**src/rtl/weight_rom_scheduler.sv**
```systemverilog
// weight_rom_scheduler: round-robin sharing of one weight ROM between four burst requesters.
// Define WEIGHT_SCHED_FIXED_PRIO_EN for fixed priority (requester 0 highest) instead of round-robin.
module weight_rom_scheduler #(
  parameter int ADDR_W = 8,
  parameter int DATA_W = 8,
  parameter int LEN_W  = 4
) (
  input  logic                  clk,
  input  logic                  reset_n,
  input  logic [3:0]            req,
  input  logic [4*ADDR_W-1:0]   req_base,
  input  logic [4*LEN_W-1:0]    req_len,
  output logic [3:0]            grant,
  output logic [ADDR_W-1:0]     rom_address,
  output logic                  rom_enable,
  input  logic [DATA_W-1:0]     rom_data,
  output logic [DATA_W-1:0]     weight_data,
  output logic                  weight_valid,
  output logic                  weight_last,
  output logic [1:0]            weight_owner
);
  typedef enum logic [1:0] {IDLE, BURST, RELEASE} state_t;
  state_t state_q, state_d;
  logic [1:0] win_q, win_d, pick;
  logic [LEN_W-1:0] len_q, len_d, cnt_q, cnt_d;
  logic [3:0] grant_d;
  logic [ADDR_W-1:0] addr_d;
  logic en_d, wv_d, wl_d;
  logic [DATA_W-1:0] wd_d;
  logic [1:0] wo_d;
`ifdef WEIGHT_SCHED_FIXED_PRIO_EN
  always_comb pick = req[0] ? 2'd0 : req[1] ? 2'd1 : req[2] ? 2'd2 : 2'd3;
`else
  logic [1:0] ptr_q, ptr_d;
  // Scan downwards so the id closest to the pointer is the last one written.
  always_comb begin
    pick = ptr_q;
    for (int k = 3; k >= 0; k--) if (req[ptr_q + 2'(k)]) pick = ptr_q + 2'(k);
  end
  assign ptr_d = (state_q == BURST && (!req[win_q] || cnt_q == len_q)) ? win_q + 2'd1 : ptr_q;
  always_ff @(posedge clk or negedge reset_n)
    if (!reset_n) ptr_q <= '0;
    else ptr_q <= ptr_d;
`endif
  always_comb begin
    state_d = state_q;
    win_d   = win_q;
    len_d   = len_q;
    cnt_d   = cnt_q;
    grant_d = grant;
    addr_d  = rom_address;
    en_d    = rom_enable;
    wd_d    = weight_data;
    wv_d    = 1'b0;
    wl_d    = 1'b0;
    wo_d    = weight_owner;
    unique case (state_q)
      IDLE: if (|req) begin
        state_d = BURST;
        win_d   = pick;
        grant_d = 4'b1 << pick;
        addr_d  = req_base[pick*ADDR_W +: ADDR_W];
        len_d   = req_len[pick*LEN_W +: LEN_W];
        cnt_d   = '0;
        en_d    = 1'b1;
      end
      BURST: begin
        wd_d = rom_data;
        wv_d = 1'b1;
        wo_d = win_q;
        // A dropped request wins over completion: the word goes out unmarked.
        if (!req[win_q]) begin
          state_d = IDLE;
          en_d    = 1'b0;
          grant_d = '0;
        end else if (cnt_q == len_q) begin
          state_d = RELEASE;
          en_d    = 1'b0;
          wl_d    = 1'b1;
        end else begin
          cnt_d  = cnt_q + 1'b1;
          addr_d = rom_address + 1'b1;
        end
      end
      RELEASE: begin
        state_d = IDLE;
        grant_d = '0;
      end
      default: state_d = IDLE;
    endcase
  end
  always_ff @(posedge clk or negedge reset_n)
    if (!reset_n) begin
      state_q      <= IDLE;
      win_q        <= '0;
      len_q        <= '0;
      cnt_q        <= '0;
      grant        <= '0;
      rom_address  <= '0;
      rom_enable   <= 1'b0;
      weight_data  <= '0;
      weight_valid <= 1'b0;
      weight_last  <= 1'b0;
      weight_owner <= '0;
    end else begin
      state_q      <= state_d;
      win_q        <= win_d;
      len_q        <= len_d;
      cnt_q        <= cnt_d;
      grant        <= grant_d;
      rom_address  <= addr_d;
      rom_enable   <= en_d;
      weight_data  <= wd_d;
      weight_valid <= wv_d;
      weight_last  <= wl_d;
      weight_owner <= wo_d;
    end
endmodule
```
**config.mk**
```make
export PLATFORM = sky130hd
export DESIGN_NAME = weight_rom_scheduler
export DESIGN_NICKNAME = d
export VERILOG_FILES = /design/src/rtl/weight_rom_scheduler.sv
export SDC_FILE = /design/constraint.sdc
export NUM_CORES = 1
export LEC_CHECK = 0
export CORE_UTILIZATION = 40
export CTS_CLUSTER_SIZE = 28
export DETAILED_ROUTE_END_ITERATION = 16
export PLACE_DENSITY = 0.79
export SYNTH_ARGS = -nofsm -noshare
export SYNTH_HDL_FRONTEND = slang
export SYNTH_SLANG_ARGS = --single-unit
```
**constraint.sdc**
```tcl
create_clock -name clk -period 2 [get_ports clk]
set_clock_uncertainty 0.1 [all_clocks]
set_input_delay 0.6 -clock clk [delete_from_list [all_inputs] [get_ports clk]]
set_output_delay 0.6 -clock clk [all_outputs]
set_load 0.02 [all_outputs]
```
==> results.yml, run 1 <==
sta:
  max_freq_ghz: 0.490
  setup-violations-final: 5
  setup_ws_ns: -0.0408
  slew_violations: 0
  relSlewSlack: 0.659
  finalHoldViolations: 0
  rsz0062_at_grt: "true"
  finalCriticalPeriod_ns: 2.04
  min_period_over_period: 1.02
  tightest_slew_ns: 0.512
  hold_ws_ns: 0.257
worst_setup_path:
  crit_family: "multiplexers"
  cp_slowest_stage_delay_ns: 0.52
  worst_ep_required_time_ns: 2.12
  r2r_start: "ptr_q[1]$_DFFE_PN0P_"
  path_max_fanout: 7
  regToRegEndpoint: "rom_address[6]$_DFFE_PN0P_"
  critPathLaunchType: "input port"
  r2r_slack_ns: 0.02
  cp_common_cell: "buf_6"
  end_kind: "flop"
  arrival_ns: 2.16
  criticalPathCategory: "input port to flop"
  r2r_cells: 7
  path_buf_inv: 3
  crit_chain: "buf_8 -> buf_6 -> mux4_2 -> o41ai_4 -> buf_6 -> nor2_4 -> mux2i_1 -> a22o_1 -> a211oi_2"
  crit_path_top_delay_cell: "mux4_2"
routing:
  num_vias: 2359
  wl_met1_um: 2650
  top_layer: "met4"
  drtIter0Drc: 161
  routed_via_density: 5.52
  wl_met2_um: 3860
  routed_wl_um: 6990
  drc: 0
  ant_nets: 0
  wl_met3_um: 349
  post_drt_wl_per_cell_um: 16.4
  drt_pass1_iterations: 4
synthesis:
  ys_warn_count: 0
  syn_inst: 227
  synth_top_area_cell: "dfrtp_1"
  synth-async-reset-ratio: 1.00
  ys_seq_area_frac: 0.417
  synth_area_leaders: "dfrtp_1 (42%), mux2_2 (10%), mux2i_1 (8.1%)"
  synthesis.area_mm2: 0.00234
  synth_edf_count: 0
  synth_top_area_frac: 0.417
  ys_seq_elements: 39
  avgSynthCellArea_um2: 10.3
  synthFlopType: "dfrtp_1"
  ys_types: 46
  syn-num-nets: 294
grt:
  antenna_found_initial: 0
  grt_max_degree: 40
  grt_pass1_wl_um: 11300
  grt_remaining_overflow: 0
  grtUsageTotal: 0.239
  grt_pass1_vias: 2439
pwr:
  ir_worst_vdd_v: 0.000920
  powerDensity_mw_per_mm2: 1570
  power.leakage_nw: 1.71
placement:
  place_inst: 415
  dp_hpwl_um: 5070
  place.gp.congestion: 0.833
  io_buffers: 86
clock_network:
  clkTransAtPathRegs_ns: 0.08
  cts_made_buffers: 5
  cts_tree: "done"
  insertion_delay_ns: 0.29
  cts.path.max_buffers: 2
  cts-root-buf: "clkbuf_8"
  htree_levels: 2
  cts.sinks: 39
die:
  dieArea_mm2: 0.00616
  die_w_um: 78.5
  io_pins: 87
  die_h_um: 78.5
  floorplan.initialDensity: 0.420
  core_area_mm2: 0.00557
  row_count: 27
cells_and_area:
  fin_cells: 427
  final_common_cell: "clkdlybuf4s50_1"
  num_antenna_cells: 0
  fillers: 438
  drive_gt1_frac: 0.285
  area_growth_pct: 63.5
  nets: 421
  layout_common_cells: "clkdlybuf4s50_1 (71), dfrtp_1 (38), buf_4 (35)"
min_path:
  timing.hold.worst.class: "input port to asynchronous set/reset pin"
outcome:
  outcome: "complete, but fails checks"
  violations: "negative setup slack"
run:
  cap_violations: 0
==> cell type report <==
| class | instances | area, µm² | share of cell area |
|---|---|---|---|
| Inverter | 5 | 18.8 | 0.00491 |
| Tap cell | 72 | 90.1 | 0.0236 |
| Timing Repair Buffer | 128 | 1210 | 0.316 |
| Clock buffer | 8 | 100 | 0.0262 |
| Sequential cell | 39 | 977 | 0.256 |
| Multi-Input combinational cell | 175 | 1430 | 0.373 |
==> cell families after synthesis <==
| logic type | Yosys count | share of synthesized area |
|---|---|---|
| buffers and inverters | 14 | 0.0310 |
| AO/OA/AOI/OAI | 50 | 0.154 |
| multiplexers | 41 | 0.192 |
| AND/OR/NAND/NOR | 69 | 0.145 |
| flip-flops | 39 | 0.417 |
| XOR/XNOR | 9 | 0.0337 |
| adder cells (fa/ha/maj) | 5 | 0.0268 |
==> metal layers <==
metal,GRT usage,vias up
li1,-,1091
met1,0.280,1174
met2,0.440,79
met3,0.0372,15
met4,0.0778,0
met5,0,-
==> worst max path at each step <==
| stage | startpoint | endpoint | slack (ns) | depth (start not counted) |
|---|---|---|---|---|
| floorplan | req[3] | len_q[0]$_DFFE_PN0P_ | -0.30 | 8 |
| global placement | req[0] | rom_address[7]$_DFFE_PN0P_ | -0.77 | 10 |
| detailed placement | req[2] | rom_address[6]$_DFFE_PN0P_ | -0.81 | 8 |
| CTS | req[0] | len_q[2]$_DFFE_PN0P_ | -0.10 | 7 |
| global route | req[0] | rom_address[7]$_DFFE_PN0P_ | -0.09 | 9 |
| finish | req[0] | rom_address[7]$_DFFE_PN0P_ | -0.04 | 9 |
==> synth_stat cells, types with 2 or more instances <==
| master | instances |
|---|---|
| ha_1 | 5 |
| nand3b_1 | 2 |
| o31ai_1 | 3 |
| nand4_1 | 2 |
| nor2b_1 | 4 |
| a22o_1 | 4 |
| nor3_1 | 3 |
| buf_4 | 2 |
| a31oi_1 | 3 |
| inv_1 | 5 |
| nand2b_1 | 2 |
| nand2_1 | 22 |
| dfrtp_1 | 39 |
| nor4_1 | 2 |
| a21oi_1 | 8 |
| clkbuf_1 | 4 |
| a22oi_1 | 5 |
| mux2_2 | 21 |
| xor2_1 | 8 |
| o211ai_1 | 2 |
| o21ai_0 | 14 |
| and3_1 | 2 |
| mux2i_1 | 19 |
| nand3_1 | 9 |
| nor2_1 | 16 |
==> worst reg2reg max path: cells and delay by family, from the launching register on <==
family	cells	cell delay, ns
flip-flops	1	0.40
AO/OA/AOI/OAI	1	0.16
buffers and inverters	1	0.15
AND/OR/NAND/NOR	4	0.84
multiplexers	1	0.22
==> stage by stage <==
step	total power, mW	area [µm²]	util	setup TNS, ns	setup WS, ns
after detailed placement	5.08	3570	0.640	-18.71	-0.812
after CTS	5.83	3760	0.674	-0.541	-0.101
after global routing	6.37	3820	0.686	-0.510	-0.0915
after floorplan	3.52	2370	-	-2.31	-0.302
final	5.99	3820	0.686	-0.0921	-0.0408
after global placement	4.99	3570	0.640	-17.59	-0.771
==> registers in the layout (all words and copies together), names as in the netlist <==
| signal | count |
|---|---|
| state_q | 2 |
| weight_data | 8 |
| weight_owner | 2 |
| len_q | 4 |
| rom_address | 8 |
| weight_valid | 1 |
| win_q | 2 |
| ptr_q | 2 |
| weight_last | 1 |
| grant | 4 |
| cnt_q | 4 |
| rom_enable | 1 |
==> where the power goes <==
group	switching (mW)	leakage, nW	internal (mW)	total [mW]
logic	1.91	1.18	2.00	3.91
clock network	0.285	0.0515	0.315	0.601
registers	0.310	0.476	1.17	1.48
==> repair_timing <==
item                       CTS  global route
gates resized for setup     44            18
setup endpoints to repair   35            23
buffers inserted             2             1
gates cloned                 1             0
hold buffers                 0             0
pin swaps                   10            14
Power figures use the tool's default switching activity.
==> inputs of run 2 (changes only) <==
--- a/config.mk
+++ b/config.mk
@@ -9,6 +9,7 @@
 export CTS_CLUSTER_SIZE = 28
 export DETAILED_ROUTE_END_ITERATION = 16
 export PLACE_DENSITY = 0.79
+export SETUP_SLACK_MARGIN = 0.4
 export SYNTH_ARGS = -nofsm -noshare
 export SYNTH_HDL_FRONTEND = slang
 export SYNTH_SLANG_ARGS = --single-unit
==> run 2 against run 1 <==
The run still ends with negative setup slack left. Final cell count rose by 5.4%. Combinational power up 23%. Worst hold slack worse by 0.12 ns. Design area up 6.5%. Power grew 12%. Utilization rose by 4.5 points. Critical path type unchanged. Largest cell class unchanged. Highest routed layer unchanged.
==> results.yml, run 2 (synthesis gave the netlist of run 1 again) <==
pwr:
  p_total_mw: 6.73
  powerDensity_mw_per_mm2: 1650
  ir_worst_vdd_v: 0.00103
  power.leakage_nw: 1.87
die:
  die_h_um: 78.5
  io_pins: 87
  core_area_mm2: 0.00557
  die_w_um: 78.5
  floorplan.initialDensity: 0.420
  dieArea_mm2: 0.00616
  row_count: 27
cells_and_area:
  final_common_cell: "clkdlybuf4s50_1"
  fin_cells: 450
  seq_area_um2: 978
  nets: 446
  multi_input_area_mm2: 0.00156
  area_growth_pct: 74.2
  layout_common_cells: "clkdlybuf4s50_1 (56), buf_4 (47), dfrtp_1 (37)"
  fillers: 376
  largest_registers: "rom_address (8), weight_data (8)"
  drive_gt1_frac: 0.442
  fin_util: 0.731
  num_antenna_cells: 0
grt:
  grt_pass1_wl_um: 12000
  use_met2: 0.462
  antenna_found_initial: 0
  grtUsageTotal: 0.254
  grt_max_degree: 26
  grt_use_met3: 0.0535
  grt.busiest_layer: "met2"
  use_met1: 0.291
  grt_remaining_overflow: 0
  grt_pass1_vias: 2551
clock_network:
  insertion_delay_ns: 0.28
  cts.path.max_buffers: 2
  cts_made_buffers: 5
  htree_levels: 2
  clkTransAtPathRegs_ns: 0.07
  cts_tree: "done"
  cts.sinks: 39
  cts-root-buf: "clkbuf_8"
worst_setup_path:
  regToRegEndpoint: "len_q[0]$_DFFE_PN0P_"
  r2r_start: "ptr_q[1]$_DFFE_PN0P_"
  r2r_slack_ns: -0.17
  critPathLaunchType: "input port"
  crit_start: "req[0]"
  criticalPathCategory: "input port to flop"
  crit_chain: "buf_8 -> and3b_1 -> or4_4 -> nand2_8 -> mux2i_1 -> o211ai_1 -> mux2_4"
  crit_path_top_delay_cell: "or4_4"
  cp_slowest_stage_delay_ns: 0.60
  arrival_ns: 2.25
  r2r_cells: 6
  worst_ep_required_time_ns: 2.07
  path_max_fanout: 6
  end_kind: "flop"
routing:
  routed_wl_um: 8110
  num_vias: 2531
  post_drt_wl_per_cell_um: 18.0
  drtIter0Drc: 123
  ant_nets: 0
  drc: 0
  routed_via_density: 5.62
  drt_pass1_iterations: 5
sta:
  setup-violations-final: 13
  rsz0062_at_grt: "true"
  relSlewSlack: 0.727
  slew_violations: 0
  max_freq_ghz: 0.459
  tightest_slew_ns: 0.410
  finalCriticalPeriod_ns: 2.18
  finalHoldViolations: 0
  finalSetupTns_ns: -0.989
  setup_ws_ns: -0.178
  min_period_over_period: 1.09
min_path:
  timing.hold.worst.class: "input port to asynchronous set/reset pin"
outcome:
  violations: "negative setup slack"
  outcome: "complete, but fails checks"
run:
  cap_violations: 0
placement:
  place.gp.congestion: 0.800
  place_inst: 415
  dp_hpwl_um: 5170
  place_ws_ns: -0.829
  io_buffers: 86
run 2: worst max-delay path: cells and delay by family:
kind / cells / cell delay (ns)
AND/OR/NAND/NOR: 3 / 0.88
multiplexers: 2 / 0.54
AO/OA/AOI/OAI: 1 / 0.13
buffers and inverters: 1 / 0.10
run 2: layout make-up:
cell class | count | area share
Clock buffer | 6 | 0.0178
Inverter | 5 | 0.00461
Multi-Input combinational cell | 175 | 0.383
Sequential cell | 39 | 0.240
Tap cell | 72 | 0.0221
Timing Repair Buffer | 153 | 0.333
run 2: per-stage QoR:
stage	instance area [µm²]	hold WS, ns
after floorplan	2390	0.204
after global placement	3570	0.388
after detailed placement	3570	0.397
after CTS	3910	0.143
after global routing	4070	0.166
final	4070	0.137
run 2: repair_timing:
| item | CTS | global route |
|---|---|---|
| pin swaps | 24 | 11 |
| resized for setup | 184 | 26 |
| setup endpoints to repair | 53 | 34 |
| hold buffers | 0 | 0 |
| setup buffers | 18 | 9 |
| cloned | 1 | 1 |
run 2: worst max path at each step:
stage / endpoint / slack (ns) / cells past startpoint
after floorplan: len_q[0]$_DFFE_PN0P_ / -0.30 / 8
after global placement: rom_address[1]$_DFFE_PN0P_ / -0.77 / 7
after detailed placement: rom_address[1]$_DFFE_PN0P_ / -0.83 / 7
after CTS: len_q[0]$_DFFE_PN0P_ / -0.10 / 7
after global routing: len_q[0]$_DFFE_PN0P_ / -0.21 / 7
final: len_q[0]$_DFFE_PN0P_ / -0.18 / 7
run 2: power by group:
group	total, mW	switching, mW	internal [mW]	leakage, nW
Combinational	4.79	2.35	2.43	1.36
Sequential	1.46	0.288	1.17	0.476
Clock	0.484	0.252	0.233	0.0371
Total	6.73	2.89	3.84	1.87
run 2: layer usage:
layer | part of all wire | vias up
li1 | - | 1137
met1 | 0.38 | 1261
met2 | 0.53 | 104
met3 | 0.050 | 29
met4 | 0.035 | 0
met5 | 0 | -
